[src/rtl/binary_grant_decoder.sv]
`timescale 1ns/1ps
// Registered binary-to-one-hot grant decoder, released by ack or hold timeout.
// Optional macro BINARY_GRANT_DECODER_ERR_CNT_EN builds the saturating error counter.
module binary_grant_decoder #(
  parameter  int WIDTH      = 5,
  parameter  int HOLD_MAX   = 15,
  localparam int ADDR_WIDTH = $clog2(WIDTH)
) (
  input  logic                  i_clk,
  input  logic                  i_rst_n,
  input  logic                  i_valid,
  output logic                  o_ready,
  input  logic                  i_enable,
  input  logic [ADDR_WIDTH-1:0] iv_addr,
  output logic [WIDTH-1:0]      ov_grant,
  output logic                  o_grant_valid,
  input  logic                  i_ack,
  output logic                  o_timeout,
  output logic                  o_range_err,
  output logic [7:0]            ov_err_count
);

  localparam int CW = $clog2(HOLD_MAX + 1);

  typedef enum logic {IDLE, GRANT} state_e;

  state_e           state_q, state_d;
  logic [WIDTH-1:0] grant_q, grant_d;
  logic [CW-1:0]    cnt_q, cnt_d;
  logic             timeout_q, timeout_d;
  logic             range_err_q, range_err_d;
  logic             accept;
  logic             in_range;
  logic             expire;

  assign accept   = i_valid & o_ready;
  assign in_range = int'(iv_addr) < WIDTH;
  assign expire   = cnt_q == CW'(HOLD_MAX - 1);

  always_ff @(posedge i_clk or negedge i_rst_n) begin
    if (!i_rst_n) begin
      state_q     <= IDLE;
      grant_q     <= '0;
      cnt_q       <= '0;
      timeout_q   <= 1'b0;
      range_err_q <= 1'b0;
    end else begin
      state_q     <= state_d;
      grant_q     <= grant_d;
      cnt_q       <= cnt_d;
      timeout_q   <= timeout_d;
      range_err_q <= range_err_d;
    end
  end

  always_comb begin
    state_d     = state_q;
    grant_d     = grant_q;
    cnt_d       = cnt_q;
    timeout_d   = 1'b0;
    range_err_d = 1'b0;
    unique case (state_q)
      IDLE: begin
        if (accept && i_enable) begin
          if (in_range) begin
            state_d = GRANT;
            grant_d = WIDTH'(1) << iv_addr;
            cnt_d   = '0;
          end else begin
            range_err_d = 1'b1;
          end
        end
      end
      GRANT: begin
        // ack takes priority over an expiry in the same cycle
        if (i_ack) begin
          state_d = IDLE;
          grant_d = '0;
        end else if (expire) begin
          state_d   = IDLE;
          grant_d   = '0;
          timeout_d = 1'b1;
        end else begin
          cnt_d = cnt_q + 1'b1;
        end
      end
    endcase
  end

  always_comb begin
    o_ready       = i_rst_n & (state_q == IDLE);
    o_grant_valid = state_q == GRANT;
    ov_grant      = grant_q;
    o_timeout     = timeout_q;
    o_range_err   = range_err_q;
  end

`ifdef BINARY_GRANT_DECODER_ERR_CNT_EN
  logic [7:0] err_q;

  always_ff @(posedge i_clk or negedge i_rst_n) begin
    if (!i_rst_n) begin
      err_q <= '0;
    end else if ((timeout_d | range_err_d) && err_q != 8'hFF) begin
      err_q <= err_q + 8'd1;
    end
  end

  assign ov_err_count = err_q;
`else
  assign ov_err_count = 8'd0;
`endif

endmodule
[config.mk]
export PLATFORM = sky130hd
export DESIGN_NAME = binary_grant_decoder
export DESIGN_NICKNAME = d
export VERILOG_FILES = /design/src/rtl/binary_grant_decoder.sv
export SDC_FILE = /design/constraint.sdc
export NUM_CORES = 1
export LEC_CHECK = 0
export CAP_MARGIN = 20
export CORE_MARGIN = 10
export CORE_UTILIZATION = 40
export CTS_BUF_LIST = sky130_fd_sc_hd__clkbuf_4 sky130_fd_sc_hd__clkbuf_8 sky130_fd_sc_hd__clkbuf_16
export CTS_CLUSTER_SIZE = 10
export DETAILED_ROUTE_END_ITERATION = 12
export GPL_ROUTABILITY_DRIVEN = 0
export PLACE_DENSITY_LB_ADDON = 0.3
export SLEW_MARGIN = 15
export SYNTH_ARGS = -nofsm -noshare
export SYNTH_HDL_FRONTEND = slang
export SYNTH_SLANG_ARGS = --single-unit
export TNS_END_PERCENT = 20
[constraint.sdc]
create_clock -name i_clk -period 4.4 [get_ports i_clk]
set_input_delay 0.88 -clock i_clk [delete_from_list [all_inputs] [get_ports i_clk]]
set_output_delay 0.88 -clock i_clk [all_outputs]
set_load 0.02 [all_outputs]
## After elaboration in Yosys (flattened, before gate mapping)

Cells that the tools add are included.

| storage, ports and cells | value |
|---|---|
| bits in registers | 12 |

| cells by class | value |
|---|---|
| add/sub/neg operators | 1 |
| $lt $le $gt $ge | 1 |
| equal/unequal tests | 6 |
| shift-type cells | 1 |
| multiplexer cells | 21 |
| bitwise operators | 3 |
| reduce and logical (&&, ||, !) cells | 3 |

Operators by type and width:

| cell | number |
|---|---|
| 5-bit 2-to-1 mux | 4 |
| 4-bit 2-to-1 mux | 4 |
| 1-bit 2-to-1 mux | 10 |
| 5-bit case mux with 2 select lines | 1 |
| 2-bit != test, second input constant | 4 |
| 4-bit case mux with 2 select lines | 1 |
| 1-bit by 3-bit left shift with 5-bit output, first input constant | 1 |
| 4-bit by 1-bit adder with 4-bit output, second input constant | 1 |
| 4-bit equality test, second input constant | 1 |
| 4-bit AND reduction | 1 |
| 3-bit less-than comparator, second input constant | 1 |
| 3-bit by 2-bit != test with 1-bit output, second input constant | 1 |
| 3-bit AND reduction | 1 |
| 1-bit bitwise AND | 2 |
| 1-bit case mux with 2 select lines | 1 |
| 1-bit logical AND | 1 |
| 1-bit inverter | 1 |

## Longest topological paths before layout

| logic depth | value |
|---|---|
| depth in word-level cells | 6 |
| depth in mapped cells | 6 |
| gate-level depth less buffers | 6 |

## Worst setup path before layout

No wires, ideal clock.

| timing path | value |
|---|---|
| path kind | input port to output port |
| from | input port i_rst_n |
| to | output port o_ready |
| data arrival time | 1.087 ns |
| path slack | 2.433 ns |
| stages | 1 |
| buffers on the path | 0 |
| cell sequence | and2b_1 |

| on the way | value |
|---|---|
| cells in the longest elaborated chain, start to end | 1 |

Ends and longest elaborated chain:

| what | line | RTL |
|---|---|---|
| start, declared | 10 | `input logic i_rst_n,` |
| 1-bit bitwise AND | 91 | `o_ready = i_rst_n & (state_q == IDLE);` |
| end, declared | 12 | `output logic o_ready,` |

No other way between the ends.

## Worst setup path in the final report

Same ends and word-level chain as after synthesis.

==> run metrics <==
commonest non-fill, non-tap cell in the layout clkdlybuf4s50_1; Hold Path Depth 2; cts hold-fix bufs 0; Post-synth ARST share 1.00; Die H 62.8 um; reg2reg path depth 3; Synth cell types 31; First-pass DRT Iterations 4; filler instances 164; unrepaired setup endpoints after global routing no; post_cts resized 0; via count ~600; Max VDD drop 0.157 mV; YS warnings 0; Mapped Cells 73; number of synthesized flops with an enable pin 0; DR iter-0 viols 8; maxcap violations 0; Final HPWL DP about 1300 um; CP Capture Type output pin; post-route minimum period between 3 and 4 ns; required time worst endpoint 3.52 ns; Initial Util 0.425; Pins Over Slew Limit 0; global route overflow 0; Core Util, Final 0.532; fin nets 102; antenna cells 0; Worst setup SP type primary input; HP Start ov_grant[3]; first-pass GRT wire length between 2000 and 3000 um; Leakage between 0.0004 and 0.0005 uW; main flop type after synthesis dfrtp_1; wire per inst ~14 um; residual DRC count 0; Via density 5.03; pwr dens 327 nW/um2; setup TNS 0 ns; Least-Margin Pin Slew between 0.6 and 0.7 ns; slack of the worst reg-to-reg path roughly 2.7 ns; Tot Pwr 301 uW; layout cells sized above 1 0.0769; setup violators final 0; Avg Inst Size Synth approximately 10 um2; number of global-route vias before repair roughly 570; total core area about 1700 um2; Clock Root Buffer clkbuf_4; largest net degree at the start of global routing 15; status complete, no violations; Mapped Area around 730 um2; CTS tree yes; H-tree lvl count 1; CTS Sinks 12; initial antenna violation count 0; reg2reg end cnt_q[2]; commonest non-fill, non-tap cells in the layout clkdlybuf4s50_1 (16), dfrtp_1 (12), nand3_1 (11), conb_1 (8), and2b_1 (5); Row Count 15; final WL 1630 um; IO Port Bufs 16; #FFs+latches synth 12; Hold Path Class reg2reg; TritonCTS Buffers 3; DRT antenna net count 0; crit path DAT 2.29 ns; register area share after synthesis 0.410; Clock Latency Late Sink between 0.2 and 0.3 ns; die area between 3000 and 4000 um2; clk buf depth 2; num ports 25; fmax approximately 0.32 GHz; r2r startpoint o_grant_valid; Die Width ~63 um; crit-path max FO 14; skew final between 0.003 and 0.004 ns; Layout area overhead 25.3%; Final Hold Fails 0; Final period util 0.719; Setup CP Type in2out; Hold Path End ov_grant[3]; GRT Overall Usage 0.0864; Max-Slew Margin vs Limit 0.540; post-CTS setup buffers 0; Worst-path clk slew 0.07 ns
[cell usage after synthesis (2+ instances only)]
master / number / area share
nor2_1: 3 / 0.015
nand3_1: 11 / 0.075
inv_1: 3 / 0.015
and2b_1: 5 / 0.051
o2bb2ai_1: 2 / 0.024
nand2_1: 2 / 0.010
ha_1: 2 / 0.034
buf_4: 8 / 0.082
dfrtp_1: 12 / 0.41
nor2b_1: 2 / 0.017
o21ai_0: 3 / 0.020
[power by group]
group | switching [uW] | total [uW] | leakage (uW) | internal, uW
Clock | 33.8 | 84.0 | 0.0000210 | 50.2
Combinational | 39.9 | 76.3 | 0.000248 | 36.5
Sequential | 15.5 | 140 | 0.000163 | 125
[final cells by class]
cell class              count  area [um2]  area share
repair buffers             17         168       0.183
clock buffers               4        36.3      0.0395
multi-input cells          55         372       0.405
well taps                  25        31.3      0.0341
inverters                   3        11.3      0.0123
flip-flops and latches     12         300       0.327
[critical path: stages]
cell and delay (ns):
clkdlybuf4s50_1 0.46, buf_4 0.21, and2b_1 0.14, clkdlybuf4s50_1 0.59
[registers in the layout, indices dropped and copies added, names as in the netlist]
signal,flops
o_grant_valid,1
o_range_err,1
o_timeout,1
cnt_q,4
ov_grant,5
[worst max-delay path by stage]
stage / startpoint / to / slack [ns] / cells past startpoint
floorplan: i_rst_n / o_ready / 2.43 / 1
global placement: i_rst_n / o_ready / 1.22 / 4
detailed placement: i_rst_n / o_ready / 1.21 / 4
global route: i_rst_n / o_ready / 1.17 / 4
CTS: i_rst_n / o_ready / 1.21 / 4
finish: i_rst_n / o_ready / 1.23 / 4
[through the flow]
stage / setup slack (ns) / instance area [um2] / hold WS (ns) / std cells
after floorplan: 2.43 / 759 / 0.497 / 80
after global placement: 1.22 / 882 / 0.516 / 112
after detailed placement: 1.21 / 882 / 0.535 / 112
after CTS: 1.21 / 918 / 0.556 / 116
after global routing: 1.17 / 918 / 0.592 / 116
final: 1.23 / 918 / 0.549 / 116
[kinds of logic after synthesis]
logic type               synth area share
AND/OR/NAND/NOR                     0.280
buffers and inverters               0.119
AO/OA/AOI/OAI                       0.126
flip-flops                          0.410
adder cells (fa/ha/maj)            0.0341
other                             0.00511
XOR/XNOR                           0.0119
multiplexers                       0.0137
[metal layers]
| layer | GRT usage | vias up | share of wire |
|---|---|---|---|
| met5 | 0 | - | 0 |
| met2 | 0.131 | 20 | 0.49 |
| met4 | 0.0419 | 0 | 0.017 |
| met1 | 0.105 | 284 | 0.44 |
| li1 | - | 277 | - |
| met3 | 0.0305 | 2 | 0.062 |
Note: power is estimated with default switching activity, not from simulation.
